## config.mk

```make
export PLATFORM = sky130hd
export DESIGN_NAME = mod_pipe_param
export DESIGN_NICKNAME = d
export VERILOG_FILES = /design/src/rtl/mod_pipe_param.sv
export SDC_FILE = /design/constraint.sdc
export NUM_CORES = 1
export LEC_CHECK = 0
export BUFFER_PORTS_ARGS = -buffer_cell sky130_fd_sc_hd__buf_2
export CORE_UTILIZATION = 50
export CTS_BUF_LIST = sky130_fd_sc_hd__clkbuf_8
export DETAILED_ROUTE_END_ITERATION = 12
export GPL_TIMING_DRIVEN = 0
export HOLD_SLACK_MARGIN = 0.12
export PLACE_DENSITY = 0.83
export SYNTH_ARGS = -nofsm -noshare
export SYNTH_HDL_FRONTEND = slang
export SYNTH_SLANG_ARGS = --single-unit
```

## constraint.sdc

```tcl
create_clock -name clk -period 2.9 [get_ports clk]
set_input_delay 0.29 -clock clk [delete_from_list [all_inputs] [get_ports clk]]
set_output_delay 0.29 -clock clk [all_outputs]
set_load 0.02 [all_outputs]
```

## src/rtl/mod_pipe_param.sv

```systemverilog
// mod_pipe_param: multi-lane elastic register pipeline with valid/ready handshake.
// DEPTH stages carry CHANNELS lanes of WIDTH bits. Output lanes are widened to
// OWIDTH with a sign or zero fill. Also provides a synchronous flush, a
// registered occupancy count and a wrapping count of output transfers.
module mod_pipe_param #(
  parameter int WIDTH      = 8,
  parameter int OWIDTH     = 8,
  parameter int CHANNELS   = 4,
  parameter int DEPTH      = 2,
  parameter bit SIGNED_EXT = 1'b0,
  parameter int CNT_W      = 16
) (
  input  logic                         clk,
  input  logic                         rst,
  input  logic                         flush,
  input  logic                         in_valid,
  output logic                         in_ready,
  input  logic [WIDTH-1:0]             in_data    [CHANNELS],
  output logic                         out_valid,
  input  logic                         out_ready,
  output logic [OWIDTH-1:0]            out_data   [CHANNELS],
  output logic [$clog2(DEPTH+1)-1:0]   occupancy,
  output logic [CNT_W-1:0]             xfer_count
);

  localparam int OCC_W = $clog2(DEPTH + 1);

  logic [DEPTH-1:0] valid_q, valid_d;
  logic [WIDTH-1:0] data_q [DEPTH][CHANNELS];
  logic [WIDTH-1:0] data_d [DEPTH][CHANNELS];
  logic [DEPTH-1:0] stage_ready;
  logic [OCC_W-1:0] occ_q, occ_d;
  logic [CNT_W-1:0] xfer_q, xfer_d;

  // Number of set bits in a stage-valid vector.
  function automatic logic [OCC_W-1:0] popcount(input logic [DEPTH-1:0] v);
    logic [OCC_W-1:0] cnt;
    cnt = '0;
    for (int k = 0; k < DEPTH; k++) begin
      cnt = cnt + OCC_W'(v[k]);
    end
    return cnt;
  endfunction

  // Ready chain, walked from the consumer back towards the input.
  always_comb begin
    logic r;
    // NOTE: combinational blocks use blocking '=' so each statement sees the
    // value produced by the previous one; clocked blocks use '<=' instead.
    r           = out_ready;
    stage_ready = '0;
    for (int k = DEPTH - 1; k >= 0; k--) begin
      r              = !valid_q[k] || r;
      stage_ready[k] = r;
    end
  end

  assign in_ready  = stage_ready[0] && !flush;
  assign out_valid = valid_q[DEPTH-1];

  // Next state: each ready stage takes its upstream neighbour; flush drops all valids.
  always_comb begin
    // NOTE: every signal gets a hold default before any branch, so no path
    // leaves it unassigned and no latch is inferred.
    valid_d = valid_q;
    data_d  = data_q;
    xfer_d  = xfer_q;

    if (flush) begin
      // Data registers are left alone; only the valid bits are dropped.
      valid_d = '0;
    end else begin
      if (stage_ready[0]) begin
        valid_d[0] = in_valid;
        if (in_valid) begin
          data_d[0] = in_data;
        end
      end
      for (int k = 1; k < DEPTH; k++) begin
        if (stage_ready[k]) begin
          valid_d[k] = valid_q[k-1];
          if (valid_q[k-1]) begin
            data_d[k] = data_q[k-1];
          end
        end
      end
    end

    // A transfer on the flush cycle still completes and is counted.
    if (out_valid && out_ready) begin
      xfer_d = xfer_q + CNT_W'(1);
    end

    occ_d = popcount(valid_d);
  end

  // State registers with synchronous, active-high reset taking priority over flush.
  always_ff @(posedge clk) begin
    if (rst) begin
      valid_q <= '0;
      // NOTE: the data stages are reset too (not only the valids) because
      // out_data must read all-zero straight after reset.
      data_q  <= '{default: '0};
      occ_q   <= '0;
      xfer_q  <= '0;
    end else begin
      valid_q <= valid_d;
      data_q  <= data_d;
      occ_q   <= occ_d;
      xfer_q  <= xfer_d;
    end
  end

  assign occupancy  = occ_q;
  assign xfer_count = xfer_q;

  // Per-lane widening of the last stage to OWIDTH.
  for (genvar i = 0; i < CHANNELS; i++) begin : g_lane
    if (OWIDTH > WIDTH) begin : g_ext
      assign out_data[i] = {{(OWIDTH - WIDTH){SIGNED_EXT && data_q[DEPTH-1][i][WIDTH-1]}},
                            data_q[DEPTH-1][i]};
    end else begin : g_pass
      assign out_data[i] = data_q[DEPTH-1][i];
    end
  end

endmodule
```

==> flow_summary.yaml, run 1 <==
timing:
  rsz0062_at_grt: "false"
  min_period_ns: 1.674
  period_share: 0.5773
  fin_skew_ns: 0.009737
  slew_viol_final: 0
  finalHoldViolCount: 0
  worst_slew_pin_slew_ns: 0.5306
  fin_tns_setup_ns: 0
  whs_ns: 0.1811
  finalSetupViolations: 0
  relSlewSlack: 0.6463
  fmax_mhz: 597.3
route:
  drc: 14
  wl_mm: 7.010
  drt_iter0_drc: 121
  antenna_left: 0
  via_per_inst: 4.835
  avgRoutedWirePerCell_um: 11.82
  num_vias: 2867
  dr.pass1.iters: 8
clocking:
  clkLatencyLatePin_ns: 0.34
  clkSinkCount: 84
  tritoncts: "yes"
  cts_root_buf: "clkbuf_8"
  post_cts_resize_count: 0
  cts_buffer_depth: 2
  cts_buffers: 9
  post-cts-setup-buffers: 0
  cts_hold_buf: 0
  cts.clk_slew.worst_paths_ns: 0.08
  htreeDepth: 3
layout:
  drive_above_1_share: 0.2946
  layout_commonest_cell: "nand2_1"
  fin_nets: 550
  post-route-cell-area_um2: 4109
  fin_util: 0.6398
  nFillCells: 583
  synthToLayoutAreaGrowth_pct: 21.99
  diodes: 0
  final_cell_mix: "nand2_1 (134), buf_2 (92), dfxtp_1 (84)"
yosys:
  yosys_warnings: 0
  synth_edf_count: 0
  synth_flop_cell: "dfxtp_1"
  synth-seq-cells: 84
  synth-seq-area-share: 0.4993
  netlist_area_um2: 3368
  syn_nets: 451
  syn_inst: 412
  synthArstFlopShare: 0
  synth_cell_type_count: 33
  avgSynthCellArea_um2: 8.175
floorplanning:
  initial_utilization: 0.5244
  coreArea_um2: 6422
  dieHeight_um: 84.08
  die_width_um: 84.08
  dieArea_um2: 7069
  io_pins: 89
  fp-row-count: 29
grt:
  grt_pass1_wl_mm: 11.72
  grt_pass1_vias: 2640
  antenna_found_initial: 0
  grt_max_degree: 14
  grt_overflow: 0
  grt.total_usage: 0.2070
hold_path:
  worstHoldPathType: "primary input to flop"
placed_design:
  port_buffers: 88
  gp_congestion: 0.7526
  dpl.hpwl_mm: 5.105
  placed_area_um2: 3905
worst_setup_path:
  cp_max_fo: 9
  timing_worst_setup_path_type: "flop to primary output"
  cp_data_arrival_time_ns: 1.38
  end_kind: "primary output"
  worstSetupStartpointType: "flop"
  worstPathRequired_ns: 2.61
power_and_ir_drop:
  ir_drop_mv: 0.2646
  combPwrFrac: 0.061
  p_int_w: 0.001668
  seq_power_share: 0.553
  power_density_nw_per_um2: 524.2
  clkPwrFrac: 0.387
  total_leakage_power_nw: 1.773
  switching_share: 0.2254
  power_switching_w: 0.0004854
outcome:
  violations: "DRC"
  run_status: "finished with violations"
job:
  drv_cap: 0
-- synth_stat cells, types with 2 or more instances --
library cell  count  area (um^2)
nand3_1           6        30.03
buf_6             3        33.78
nand3b_1          3        22.52
dfxtp_1          84         1682
inv_1             3        11.26
xor2_1            5        43.79
ha_1              2        25.02
nor2_1           16        60.06
nor4_1            2        12.51
nand2_1         134        503.0
nor3_1            5        25.02
nand4_1           5        31.28
buf_2             4        20.02
buf_4            35        262.8
clkbuf_1         10        37.54
xnor2_1           6        52.55
nor2b_1           3        18.77
a21oi_1          70        350.3
buf_1             2        7.510
-- state kept, by name, indices dropped and copies added, names as in the netlist --
name / count
data_q: 32
xfer_count: 16
occupancy: 2
out_data: 32
valid_q: 2
-- path summary, 6_finish.rpt --
check,from,endpoint,slack (ns),cells after the start
worst max-delay path,valid_q[1]$_SDFF_PP0_,in_ready,1.23,3
worst min-delay path,in_data[31],data_q[63]$_SDFFE_PP0P_,0.18,3
worst max register to register,valid_q[1]$_SDFF_PP0_,data_q[53]$_SDFFE_PP0P_,1.28,5
worst min register to register,data_q[48]$_SDFFE_PP0P_,out_data[16]$_SDFFE_PP0P_,0.45,2
-- critical path, stage by stage (launching register included) --
cell and delay (ns):
dfxtp_1 0.53, nor2b_4 0.27, a21oi_1 0.09, buf_2 0.17
-- layer usage --
metal  vias to the layer above  part of all wire  track usage
met1                      1287              0.45       0.2572
li1                       1504                 -            -
met2                        67              0.49       0.3472
met4                         0             0.014      0.08777
met5                         -                 0            0
met3                         9             0.047      0.04352
-- stage by stage --
step	power [W]	cells	worst slack (ns)
floorplan	0.001293	412	1.341
global placement	0.001345	577	1.352
detailed placement	0.001349	577	1.276
CTS	0.002173	593	1.203
global route	0.002237	593	1.085
finish	0.002154	593	1.226
-- logic make-up after synthesis --
logic type               after synthesis  synth area share
XOR/XNOR                              11           0.02860
multiplexers                           1          0.003343
AND/OR/NAND/NOR                      184            0.2396
AO/OA/AOI/OAI                         73            0.1111
buffers and inverters                 57            0.1107
adder cells (fa/ha/maj)                2          0.007428
flip-flops                            84            0.4993
-- power groups by stage --
stage / combinational, W / sequential [W] / clock (W)
finish: 0.000131 / 0.00119 / 0.000833
global route: 0.000146 / 0.00119 / 0.000898
CTS: 0.000132 / 0.00119 / 0.000851
detailed placement: 0.000131 / 0.00122 / 0
global placement: 0.000129 / 0.00122 / 0
floorplan: 0.0000765 / 0.00122 / 0
-- layout make-up --
cell class                      instances  area (um^2)  share of cell area
Sequential cell                        84         1682              0.4093
Multi-Input combinational cell        271         1314              0.3197
Timing Repair Buffer                   88        440.4              0.1072
Buffer                                 54        361.6             0.08800
Clock buffer                           11        151.4             0.03685
Tap cell                               77        96.34             0.02345
Clock inverter                          5        52.55             0.01279
Inverter                                3        11.26            0.002741
No activity file was read; power rests on OpenSTA's default activity.
==> run 2, diff against run 1 <==
--- a/config.mk
+++ b/config.mk
@@ -5,13 +5,14 @@
 export SDC_FILE = /design/constraint.sdc
 export NUM_CORES = 1
 export LEC_CHECK = 0
+export ABC_AREA = 1
 export BUFFER_PORTS_ARGS = -buffer_cell sky130_fd_sc_hd__buf_2
-export CORE_UTILIZATION = 50
+export CORE_UTILIZATION = 49
 export CTS_BUF_LIST = sky130_fd_sc_hd__clkbuf_8
 export DETAILED_ROUTE_END_ITERATION = 12
 export GPL_TIMING_DRIVEN = 0
 export HOLD_SLACK_MARGIN = 0.12
-export PLACE_DENSITY = 0.83
+export PLACE_DENSITY = 0.85
 export SYNTH_ARGS = -nofsm -noshare
 export SYNTH_HDL_FRONTEND = slang
 export SYNTH_SLANG_ARGS = --single-unit
==> constraint.sdc (replaced) <==
create_clock -name clk -period 1.47 [get_ports clk]
set_input_delay 0.147 -clock clk [delete_from_list [all_inputs] [get_ports clk]]
set_output_delay 0.147 -clock clk [all_outputs]
set_load 0.02 [all_outputs]
==> flow_summary.yaml, run 2 <==
outcome:
  run_status: "finished clean"
layout:
  layout_commonest_cell: "nor2_1"
  diodes: 0
  nFillCells: 549
  multi_input_area_um2: 1335
  drive_above_1_share: 0.2915
  synthToLayoutAreaGrowth_pct: 34.51
  seq_area_um2: 1693
  fin_nets: 632
  final_cell_mix: "nor2_1 (155), buf_2 (100), dfxtp_1 (81)"
clocking:
  htreeDepth: 3
  cts_root_buf: "clkbuf_8"
  cts_buffer_depth: 2
  cts.clk_slew.worst_paths_ns: 0.08
  tritoncts: "yes"
  clkLatencyLatePin_ns: 0.35
  cts_buffers: 9
  clkSinkCount: 84
timing:
  setup_ws_ns: 0.03890
  relSlewSlack: 0.7636
  rsz0062_at_grt: "true"
  worst_slew_pin_slew_ns: 0.3546
  fin_tns_setup_ns: 0
  period_share: 0.9735
  fmax_mhz: 698.8
  finalSetupViolations: 0
  fin_skew_ns: 0.009613
  min_period_ns: 1.431
  finalHoldViolCount: 0
  slew_viol_final: 0
route:
  antenna_left: 0
  dr.pass1.iters: 4
  avgRoutedWirePerCell_um: 12.25
  drt_iter0_drc: 164
  wl_met1_mm: 3.608
  wl_mm: 8.487
  drc: 0
  num_vias: 3297
  wl_met3_um: 447
  via_per_inst: 4.758
  top_layer: "met4"
  met2WireLength_mm: 4.286
yosys:
  synth.top_cell.area_share: 0.4893
  yosysMostFrequentCell: "nor2_1"
  synth_edf_count: 0
  synth.largest_area_cell: "dfxtp_1"
  syn_nets: 499
  avgSynthCellArea_um2: 7.472
  synth-seq-cells: 84
  syn_inst: 460
  synth_flop_cell: "dfxtp_1"
  synth_cell_type_count: 24
  netlist_area_um2: 3437
  synth.top_cells.by_count: "nor2_1 (155), dfxtp_1 (84), o21ai_0 (61)"
  synthArstFlopShare: 0
  netlist_top_cells_area: "dfxtp_1 (49%), nor2_1 (17%), o21ai_0 (8.9%)"
  synth-seq-area-share: 0.4893
  yosys_warnings: 0
worst_setup_path:
  cp_max_fo: 10
  end_kind: "flop"
  rr_startpoint: "xfer_count[0]$_SDFFE_PP0P_"
  worstSetupStartpointType: "primary input"
  reg2reg_depth: 6
  cp_data_arrival_time_ns: 1.72
  timing_worst_setup_path_type: "primary input to flop"
  critPathLaunch: "rst"
  rrSetupSlack_ns: 0.09
  worstPathRequired_ns: 1.76
  r2r-end: "xfer_count[6]$_SDFFE_PP0P_"
  crit_path_end: "data_q[55]$_SDFFE_PP0P_"
power_and_ir_drop:
  ir_drop_mv: 0.7078
  finalPower_w: 0.004866
  power_density_nw_per_um2: 1053
  total_leakage_power_nw: 2.311
grt:
  grt_pass1_vias: 3077
  grt_overflow: 0
  antenna_found_initial: 0
  grt_pass1_wl_mm: 13.68
  grt_max_degree: 14
  grt.total_usage: 0.2390
floorplanning:
  fp-row-count: 30
  die_width_um: 85.75
  dieHeight_um: 85.75
  io_pins: 89
  initial_utilization: 0.5059
  dieArea_um2: 7353
  coreArea_um2: 6794
job:
  drv_cap: 0
hold_path:
  min-delay-start: "out_ready"
  worstHoldPathType: "primary input to flop"
placed_design:
  place_ws_ns: 0.08436
  port_buffers: 88
  dpl.hpwl_mm: 5.360
  gp_congestion: 0.8832
run 2: cell count changes after synthesis, moves of 5 or more:
cell / before / now
nand2_1: 134 / 33
xnor2_1: 6 / 0
buf_2: 4 / 12
inv_1: 3 / 25
nor2_1: 16 / 155
o21ai_1: 0 / 9
xor2_1: 5 / 0
o21ai_0: 1 / 61
inv_2: 0 / 5
a21oi_1: 70 / 10
run 2: per-stage QoR:
stage	std cells	hold WS [ns]	cell area [um^2]	utilization
after floorplan	460	0.2182	3437	-
after global placement	644	0.3800	3998	0.5884
after detailed placement	644	0.3886	3998	0.5884
after CTS	692	0.1523	4568	0.6724
after global routing	693	0.1677	4623	0.6805
final	693	0.1702	4623	0.6805
run 2: cell families after synthesis:
group	Yosys count	synth area share
adders and majority gates	2	0.007280
and+or+nand+nor	210	0.2515
buffers and inverters	82	0.1311
DFF	84	0.4893
AOI/OAI and AO/OA	82	0.1209
run 2: cell type report:
| class | instances | share of cell area |
|---|---|---|
| plain buffers | 52 | 0.07470 |
| clock buffers | 10 | 0.02977 |
| clock inverters | 5 | 0.02192 |
| inverters | 30 | 0.02436 |
| multi-input cells | 294 | 0.2888 |
| flip-flops and latches | 84 | 0.3662 |
| well taps | 96 | 0.02598 |
| repair buffers | 122 | 0.1683 |
run 2: what timing repair did:
item	4_1_cts	5_1_grt
endpoints found under the hold margin	36	0
hold buffers	33	0
pin swaps	0	2
setup buffers	0	1
setup endpoints to repair	1	57
gates resized for setup	1	23
run 2: power by group:
part / leakage [nW] / switching [W] / internal, W
clock: 0.120 / 0.000796 / 0.00116
sequential: 0.689 / 0.0000505 / 0.00236
combinational: 1.50 / 0.000258 / 0.000237
run 2: critical path, cell delays in order:
cell           delay, ns
dlygate4sd3_1       0.54
buf_2               0.16
inv_1               0.24
clkbuf_1            0.34
o21ai_0             0.16
nor2_1              0.11
run 2: worst min path at each step:
stage / end / cells past startpoint / slack [ns]
global route: xfer_count[0]$_SDFFE_PP0P_ / 3 / 0.17
floorplan: occupancy[0]$_SDFF_PP0_ / 1 / 0.22
global placement: xfer_count[15]$_SDFFE_PP0P_ / 2 / 0.38
CTS: xfer_count[0]$_SDFFE_PP0P_ / 3 / 0.15
finish: xfer_count[0]$_SDFFE_PP0P_ / 3 / 0.17
detailed placement: xfer_count[15]$_SDFFE_PP0P_ / 2 / 0.39
run 2: routing by layer:
metal | global-route usage | up-vias
met4 | 0.1045 | 0
met5 | 0 | -
met2 | 0.4102 | 119
met3 | 0.05679 | 21
met1 | 0.2857 | 1478
li1 | - | 1679
==> run 3, diff against run 2 <==
--- a/config.mk
+++ b/config.mk
@@ -6,13 +6,13 @@
 export NUM_CORES = 1
 export LEC_CHECK = 0
 export ABC_AREA = 1
-export BUFFER_PORTS_ARGS = -buffer_cell sky130_fd_sc_hd__buf_2
-export CORE_UTILIZATION = 49
+export CORE_UTILIZATION = 50
 export CTS_BUF_LIST = sky130_fd_sc_hd__clkbuf_8
 export DETAILED_ROUTE_END_ITERATION = 12
+export DONT_BUFFER_PORTS = 1
 export GPL_TIMING_DRIVEN = 0
 export HOLD_SLACK_MARGIN = 0.12
-export PLACE_DENSITY = 0.85
+export PLACE_DENSITY = 0.75
 export SYNTH_ARGS = -nofsm -noshare
 export SYNTH_HDL_FRONTEND = slang
 export SYNTH_SLANG_ARGS = --single-unit
==> flow_summary.yaml, run 3 (synthesis gave the netlist of run 2 again) <==
outcome:
  run_status: "finished with violations"
  violations: "DRC"
timing:
  min_period_ns: 1.391
  fin_skew_ns: 0.01448
  fin_tns_setup_ns: 0
  fmax_mhz: 718.9
  finalSetupViolations: 0
  period_share: 0.9463
  finalHoldViolCount: 0
  relSlewSlack: 0.7239
  worst_slew_pin_slew_ns: 0.4142
  slew_viol_final: 0
clocking:
  htreeDepth: 3
  cts_root_buf: "clkbuf_8"
  cts_buffers: 9
  cts.clk_slew.worst_paths_ns: 0.07
  tritoncts: "yes"
  clkSinkCount: 84
  cts_buffer_depth: 2
  clkLatencyLatePin_ns: 0.35
floorplanning:
  dieArea_um2: 7210
  dieHeight_um: 84.91
  coreArea_um2: 6495
  io_pins: 89
  die_width_um: 84.91
  fp-row-count: 29
  initial_utilization: 0.5292
layout:
  synthToLayoutAreaGrowth_pct: 21.33
  drive_above_1_share: 0.1686
  fin_nets: 550
  final_cell_mix: "nor2_1 (155), dfxtp_1 (74), o21ai_0 (60)"
  final_cells: 593
  fin_util: 0.6421
  post-route-cell-area_um2: 4170
  diodes: 0
  layout_commonest_cell: "nor2_1"
worst_setup_path:
  worstPathRequired_ns: 1.70
  end_kind: "flop"
  timing_worst_setup_path_type: "flop to flop"
  cp_data_arrival_time_ns: 1.62
  worstSetupStartpointType: "flop"
  cp_max_fo: 7
route:
  wl_mm: 7.768
  drc: 5
  dr.pass1.iters: 8
  drt_iter0_drc: 85
  via_per_inst: 5.000
  avgRoutedWirePerCell_um: 13.10
  num_vias: 2965
  antenna_left: 0
grt:
  grt_pass1_vias: 2816
  grt_overflow: 0
  antenna_found_initial: 0
  grt.total_usage: 0.2233
  gr-usage-met1: 0.2565
  grt_pass1_wl_mm: 12.63
  gr-usage-met2: 0.3925
  grt_use_met3: 0.07490
  grt_max_degree: 14
  grt_busiest_layer: "met2"
placed_design:
  dpl.hpwl_mm: 5.054
  port_buffers: 0
  gp_congestion: 0.8234
  place_inst: 537
  placed_area_um2: 3533
power_and_ir_drop:
  power_density_nw_per_um2: 1065
  total_leakage_power_nw: 1.894
  ir_drop_mv: 0.6816
job:
  drv_cap: 0
hold_path:
  worstHoldPathType: "primary input to flop"
run 3: what timing repair did:
item | in CTS | in global routing
setup buffers | 0 | 3
resized for setup | 3 | 16
hold buffers | 36 | 1
pin swaps | 0 | 2
endpoints found under the hold margin | 44 | 1
endpoints found under the setup margin | 15 | 15
run 3: layout make-up:
cell class / count / area [um^2]
clock inverter: 6 / 56.30
multi-input combinational: 294 / 1335
clock buffer: 10 / 137.6
inverter: 30 / 112.6
sequential: 84 / 1702
tap: 77 / 96.34
buffer: 52 / 337.8
fill: 554 / 2325
timing repair buffer: 40 / 392.9
run 3: critical path: stages (launching register included):
cell and delay, ns:
dfxtp_4 0.40, nand2_4 0.10, o21ai_0 0.17, a21oi_1 0.06, dlygate4sd3_1 0.55
run 3: worst paths after layout:
check / startpoint / end / slack, ns / depth (start not counted)
max: valid_q[1]$_SDFF_PP0_ / xfer_count[0]$_SDFFE_PP0P_ / 0.08 / 4
min: out_ready / xfer_count[1]$_SDFFE_PP0P_ / 0.09 / 3
max reg2reg: valid_q[1]$_SDFF_PP0_ / xfer_count[0]$_SDFFE_PP0P_ / 0.08 / 4
min reg2reg: data_q[60]$_SDFFE_PP0P_ / data_q[60]$_SDFFE_PP0P_ / 0.48 / 2
run 3: metrics by stage:
step | setup WS, ns | hold slack, ns | total power (W)
floorplan | 0.06620 | 0.2182 | 0.002739
global placement | -0.07402 | 0.2195 | 0.002794
detailed placement | -0.1261 | 0.2213 | 0.002805
CTS | -0.004465 | 0.08159 | 0.004477
global route | -0.02949 | 0.1276 | 0.004654
finish | 0.07893 | 0.09389 | 0.004443
run 3: where the power goes:
group,switching [W],internal [W]
registers,0.0000529,0.00236
clock network,0.000793,0.000817
logic,0.000230,0.000186
run 3: per-layer routing:
metal	vias up	routed length (um)
met5	-	0
li1	1514	-
met1	1360	3280
met2	82	3940
met4	0	80
met3	9	466
